==> src/rtl/npl_cpu_pkg.sv <==
// Shared constants and the loader state encoding for the npl_cpu program loader.
package npl_cpu_pkg;

    localparam int unsigned WIDTH    = 32;
    localparam int unsigned ADDRSIZE = 12;
    localparam int unsigned MAXWORDS = 1 << ADDRSIZE;

    typedef enum logic [2:0] {
        HDR_HI,
        HDR_LO,
        DATA,
        CSUM,
        DONE,
        ERR
    } state_t;

endpackage

==> src/rtl/byte_packer.sv <==
// Packs a byte stream big-endian into WIDTH-bit words.
// Only the first three bytes of a word are stored. The fourth byte is
// combined combinationally, so the word is available in its handshake cycle.
module byte_packer
    import npl_cpu_pkg::*;
(
    input  logic             clk,
    input  logic             reset,
    input  logic             clear,
    input  logic             byte_valid,
    input  logic [7:0]       byte_data,
    output logic             word_valid,
    output logic [WIDTH-1:0] word
);

    logic [WIDTH-9:0] shreg;
    logic [1:0]       cnt;

    // Shift accepted bytes in MSB-first and count byte position within the word.
    always_ff @(posedge clk) begin
        if (!reset || clear) begin
            shreg <= '0;
            cnt   <= '0;
        end else if (byte_valid) begin
            shreg <= {shreg[WIDTH-17:0], byte_data};
            cnt   <= cnt + 2'd1;
        end
    end

    assign word_valid = byte_valid && (cnt == 2'd3);
    assign word       = {shreg, byte_data};

endmodule

==> src/rtl/prog_loader.sv <==
// Program loader: receives a framed byte stream and writes packed instruction
// words to memory from address 0. The CPU is held in reset until a frame with
// a matching XOR checksum has been fully received.
module prog_loader
    import npl_cpu_pkg::*;
(
    input  logic                clk,
    input  logic                reset,
    input  logic                in_valid,
    input  logic [7:0]          in_data,
    output logic                in_ready,
    input  logic                start,
    output logic                mem_we,
    output logic [ADDRSIZE-1:0] mem_addr,
    output logic [WIDTH-1:0]    mem_wdata,
    output logic                cpu_rst_n,
    output logic                done,
    output logic                err
);

    state_t              state;
    logic [7:0]          csum;
    logic [15:0]         count;
    logic [ADDRSIZE-1:0] widx;

    logic                fire;
    logic                data_fire;
    logic                restart;
    logic                word_valid;
    logic [WIDTH-1:0]    word;
    logic [15:0]         hdr_n;
    logic                last_word;

    assign fire      = in_valid && in_ready;
    assign data_fire = fire && (state == DATA);
    assign restart   = start && ((state == DONE) || (state == ERR));
    assign hdr_n     = {count[15:8], in_data};
    assign last_word = (16'(widx) == (count - 16'd1));

    byte_packer u_packer (
        .clk        (clk),
        .reset      (reset),
        .clear      (restart),
        .byte_valid (data_fire),
        .byte_data  (in_data),
        .word_valid (word_valid),
        .word       (word)
    );

    // Frame FSM with the checksum accumulator, word index and registered outputs.
    always_ff @(posedge clk) begin
        if (!reset) begin
            state     <= HDR_HI;
            csum      <= '0;
            count     <= '0;
            widx      <= '0;
            in_ready  <= 1'b0;
            mem_we    <= 1'b0;
            mem_addr  <= '0;
            mem_wdata <= '0;
            cpu_rst_n <= 1'b0;
            done      <= 1'b0;
            err       <= 1'b0;
        end else begin
            mem_we <= 1'b0;
            unique case (state)
                HDR_HI: begin
                    in_ready <= 1'b1;
                    if (fire) begin
                        csum        <= csum ^ in_data;
                        count[15:8] <= in_data;
                        state       <= HDR_LO;
                    end
                end
                HDR_LO: begin
                    if (fire) begin
                        csum       <= csum ^ in_data;
                        count[7:0] <= in_data;
                        if ((hdr_n == 16'd0) || (hdr_n > 16'(MAXWORDS))) begin
                            state    <= ERR;
                            err      <= 1'b1;
                            in_ready <= 1'b0;
                        end else begin
                            state <= DATA;
                        end
                    end
                end
                DATA: begin
                    if (fire) begin
                        csum <= csum ^ in_data;
                    end
                    if (word_valid) begin
                        mem_we    <= 1'b1;
                        mem_addr  <= widx;
                        mem_wdata <= word;
                        widx      <= widx + ADDRSIZE'(1);
                        if (last_word) begin
                            state <= CSUM;
                        end
                    end
                end
                CSUM: begin
                    if (fire) begin
                        in_ready <= 1'b0;
                        if (in_data == csum) begin
                            state     <= DONE;
                            done      <= 1'b1;
                            cpu_rst_n <= 1'b1;
                        end else begin
                            state <= ERR;
                            err   <= 1'b1;
                        end
                    end
                end
                DONE, ERR: begin
                    in_ready <= 1'b0;
                    if (restart) begin
                        state     <= HDR_HI;
                        in_ready  <= 1'b1;
                        csum      <= '0;
                        count     <= '0;
                        widx      <= '0;
                        done      <= 1'b0;
                        err       <= 1'b0;
                        cpu_rst_n <= 1'b0;
                    end
                end
                default: state <= HDR_HI;
            endcase
        end
    end

endmodule

==> config.mk <==
export PLATFORM = sky130hd
export DESIGN_NAME = prog_loader
export DESIGN_NICKNAME = d
export VERILOG_FILES = /design/src/rtl/npl_cpu_pkg.sv /design/src/rtl/byte_packer.sv /design/src/rtl/prog_loader.sv
export SDC_FILE = /design/constraint.sdc
export NUM_CORES = 1
export LEC_CHECK = 0
export BUFFER_PORTS_ARGS = -buffer_cell sky130_fd_sc_hd__buf_4
export CORE_MARGIN = 2
export CORE_UTILIZATION = 50
export CTS_CLUSTER_SIZE = 16
export DETAILED_ROUTE_END_ITERATION = 10
export PLACE_DENSITY = 0.82
export SLEW_MARGIN = 20
export SYNTH_ARGS = -nofsm -noshare
export SYNTH_HDL_FRONTEND = slang
export SYNTH_SLANG_ARGS = --single-unit
==> constraint.sdc <==
create_clock -name clk -period 2.1 [get_ports clk]
set_clock_uncertainty 0.05 [all_clocks]
set_input_delay 0.42 -clock clk [delete_from_list [all_inputs] [get_ports clk]]
set_output_delay 0.42 -clock clk [all_outputs]
set_load 0.02 [all_outputs]
After elaboration in Yosys (flattened, before gate mapping). Index checks and enable logic that the tools add are counted.

Add/subtract/negate cells: 3. Magnitude comparators: 1. Equality and inequality tests: 18. Multiplexer cells: 34. Bitwise logic cells: 1. Reductions and logical operators: 29.

Operators by type and width (number): $pmux 8 s2 (3); $mux 12 (2); $mux 8 (3); $pmux 12 s2 (1); $mux 3 (7); $eq 12x16->1 (1); $gt 16x13->1 const B (1); $logic_not 16->1 (1); $mux 16 (1); $sub 16x1->16 const B (1); $pmux 3 s5 (1); $ne 2x2->1 const B (7); $mux 1 (13); $add 12x1->12 const B (1); $reduce_and 3->1 (4); $reduce_and 6->1 (2); $reduce_bool 2->1 (5); $eq 8x8->1 (1); $reduce_and 4->1 (2); $xor 8x8->8 (1); $eq 3x2->1 const B (2); $eq 3x3->1 const B (2); $ne 2x1->1 const B (3); $logic_and 1x1->1 (4); other kinds (14) (17).

Register bits: 113. Input bits: 12. Output and inout bits: 49. Word-level logic and storage cells: 99.

Depth between registers and ports, before layout.
Depth in word-level cells: 5. Mapped depth: 9. Depth with buffers taken out: 9.

By module. A second synthesis with hierarchy kept.

Cells, all modules: 595. Area, all modules: 5172.5 um2.

Modules (own cells, without submodules): prog_loader (times used 1, cells an instance 500, area an instance 4125.2 um2, seq. area each 1741.7 um2); byte_packer (times used 1, cells an instance 95, area an instance 1047.3 um2, seq. area each 520.5 um2).

Worst setup path before layout. OpenSTA, ideal clock, no wires.

Kind: reg2reg. From: register in_ready. To: register count[14]. Setup time: 0.115 ns. Arrival: 1.877 ns. Required time: 1.935 ns. Setup slack: 0.058 ns. Cell stages (with the launch flop): 10. Path buffers: 2. Path through: dfxtp_1 > nand2_1 > nor2_1 > a22oi_1 > or2_2 > clkbuf_1 > clkbuf_1 > nand2_1 > o21ai_0 > and2_1.

Longest elaborated chain between the ends: 3.

RTL lines: start, declared (line prog_loader.sv:11) `output logic in_ready,`; start signal, assigned (line prog_loader.sv:57) `in_ready <= 1'b0;`; start signal, assigned (line prog_loader.sv:68) `in_ready <= 1'b1;`; start signal, assigned (line prog_loader.sv:82) `in_ready <= 1'b0;`; $logic_and 1x1->1 (line prog_loader.sv:34) `assign fire = in_valid && in_ready;`; $ne 2x2->1 (no source line); $reduce_and 3->1 (no source line); end signal, assigned (line prog_loader.sv:71) `count[15:8] <= in_data;`; end, declared (line prog_loader.sv:23) `logic [15:0] count;`.

Every way passes these cells. A chain may end at the register's enable or synchronous reset.

Worst setup path after layout.
From: register count[2]. To: register state[0].

Longest elaborated chain between the ends: 4.

RTL lines: start signal, assigned (line prog_loader.sv:78) `count[7:0] <= in_data;`; $sub 16x1->16 (line prog_loader.sv:38) `assign last_word = (16'(widx) == (count - 16'd1));`; $eq 12x16->1 (line prog_loader.sv:38); $ne 2x2->1 (no source line); $reduce_and 6->1 (no source line); end signal, assigned (line prog_loader.sv:53) `state <= HDR_HI;`; end signal, assigned (line prog_loader.sv:72) `state <= HDR_LO;`; end signal, assigned (line prog_loader.sv:80) `state <= ERR;`; end, declared (line prog_loader.sv:21) `state_t state;`.

Every way passes these cells.

==> reports/qor.yml <==
outcome: "finished, violations left"
violations: "negative setup slack"
post-place-ws_ps: 22.8
wl_met2_mm: 6.59
yosysTopAreaCellShare: 0.447
synthArstFlopShare: 0
dieArea_sq_um: 10900
nets: 704
worstSkewPairLatency_ps: 510
slew_violations: 0
wire_per_inst_microns: 15.7
top_layer_used: "met4"
drcViolationCount: 0
seq_area_frac_synth: 0.447
stdcell_area_sq_um: 6300
cp_max_fo: 5
m1WireLength_mm: 5.22
startpoint_type: "flop"
coreArea_sq_um: 9770
cts.sinks: 113
grt_overflow: 0
hold_viol: 0
reg2reg_to: "state[0]"
fin_total_pwr_mw: 5.51
htreeDepth: 4
synth-seq-cells: 113
vias_per_cell: 5.56
ys_dominant_reg_cell: "dfxtp_1"
yosysMostFrequentCell: "nand2_1"
via_count: 4639
yosys_warnings: 0
required_ps: 2500
drt_iter0_markers: 369
syn-num-nets: 649
timing.critical_path.arrival_ps: 2580
die_w_microns: 105
antenna_found_initial: 0
drive_above_1_share: 0.191
post_cts_buffers: 0
power.density_nw_per_um2: 874
worstRegToRegCells: 7
dr_wl_met3_microns: 828
max_freq_mhz: 458
path_class: "flop to flop"
drtAntennaViolNets: 0
tns_ps: -85.8
min_path_type: "input port to flop"
cts_resized: 1
area_growth_pct: 24.6
first_pass_iters: 7
dieHeight_microns: 105
cp-startpoint: "count[2]"
ys_types: 45
reg2reg_from: "count[2]"
hold_ws_ps: 172
multi_input_area_sq_um: 2580
synth.area.top_cells: "dfxtp_1 (45%), nand2_1 (15%), a21boi_0 (7.9%)"
drv_cap: 0
seq_area_sq_um: 2260
syn_inst: 634
power_leakage_nw: 2.45
rows: 36
cts_hold_buf: 0
synth_edf_count: 0
dp.cells: 803
yosysTopAreaCell: "dfxtp_1"
syn_area_per_cell_sq_um: 7.97
diodes: 0
worst_slew_margin_rel: 0.624
hpwlAfterDp_mm: 8.26
fillers: 759
setup_viol: 1
clock_path_buffers: 2
grt_max_degree: 41
fin_ws_ps: -85.8
rsz0062_at_grt: "true"
end_kind: "flop"
period_share: 1.04
post-route-util: 0.644
clk_pin_slew_worst_paths_ps: 60
r2r_setup_slack_ps: -90
synthesis.area_sq_um: 5060
grt_pass1_vias: 4338
grt_first_pass_wirelength_mm: 20.8
fin_crit_ps: 2190
cts_buffers: 17
port_buffers: 60
grt_usage: 0.236
ios: 61
cts_root_buffer: "clkbuf_8"
cts_tree: "built"
drt_wl_total_mm: 13.1
final_cells: 835
dpl-instance-area_sq_um: 5660
gp_congestion: 0.923
hp-start: "in_data[4]"
initial_core_util: 0.517
irDropWorstVdd_mv: 0.537
worst_pin_slew_ps: 562
endpoint: "state[0]"
yosys-top-cells-count: "nand2_1 (201), dfxtp_1 (113), a21boi_0 (53)"
-- worst max-delay path, cell delays in order (launching register included) --
cell	delay [ps]
dfxtp_1	330
or4_4	620
nor4_4	210
nand4_1	190
a211oi_2	250
nand4_1	130
o21bai_2	150
mux2i_1	180
-- power by group --
group	switching (mW)	leakage [nW]	internal, mW	total (mW)
combinational	0.233	1.26	0.170	0.403
clock	1.07	0.277	1.82	2.88
sequential	0.0389	0.913	2.18	2.22
total	1.34	2.45	4.16	5.51
-- flip-flops by register name, indices dropped and copies added (netlist names), 2 cells and up --
| name | count |
|---|---|
| count | 16 |
| csum | 8 |
| mem_addr | 12 |
| mem_wdata | 32 |
| state | 3 |
| u_packer.cnt | 2 |
| u_packer.shreg | 24 |
| widx | 12 |
-- cell type report --
class | instances | share of cell area
clock buffer | 17 | 0.0658
clock inverter | 15 | 0.0294
multi-input combinational | 464 | 0.409
inverter | 8 | 0.00477
timing repair buffer | 85 | 0.105
sequential | 113 | 0.359
tap | 133 | 0.0264
-- worst min path at each step --
stage                          to  slack, ps  cells past startpoint
6_report        u_packer.shreg[4]        170                      3
3_3_place_gp      u_packer.cnt[1]        400                      2
4_1_cts         u_packer.shreg[4]        160                      3
2_1_floorplan  u_packer.shreg[16]        390                      2
3_5_place_dp   u_packer.shreg[17]        400                      2
5_1_grt         u_packer.shreg[4]        170                      3
-- cells in the final DEF, fill, tap and decap left out, drive strengths merged, types with 5 or more instances in the layout --
cell type    n
clkbuf      17
and2        11
nor4        12
nor2        24
o21ai       15
a21oi       29
xor2        19
nand2      201
clkinv       6
nand4        7
buf         85
inv          9
dfxtp      113
a21boi      53
clkinvlp     5
nand3       17
xnor2       19
nand2b       9
a31oi       11
-- logic make-up (layout without fill, tap and decap cells) --
| family | Yosys count | after routing | share of synthesized area |
|---|---|---|---|
| buffers and inverters | 57 | 125 | 0.0527 |
| AND/OR/NAND/NOR | 297 | 297 | 0.258 |
| XOR/XNOR | 38 | 38 | 0.0658 |
| flip-flops | 113 | 113 | 0.447 |
| AO/OA/AOI/OAI | 124 | 124 | 0.164 |
| adder cells (fa/ha/maj) | 3 | 3 | 0.00742 |
| multiplexers | 2 | 2 | 0.00396 |
-- routing by layer --
metal | global-route usage | vias to the layer above
met5 | 0 | -
met1 | 0.282 | 2167
li1 | - | 2219
met3 | 0.0468 | 45
met2 | 0.408 | 208
met4 | 0.105 | 0
(Power assumes the default switching activity.)
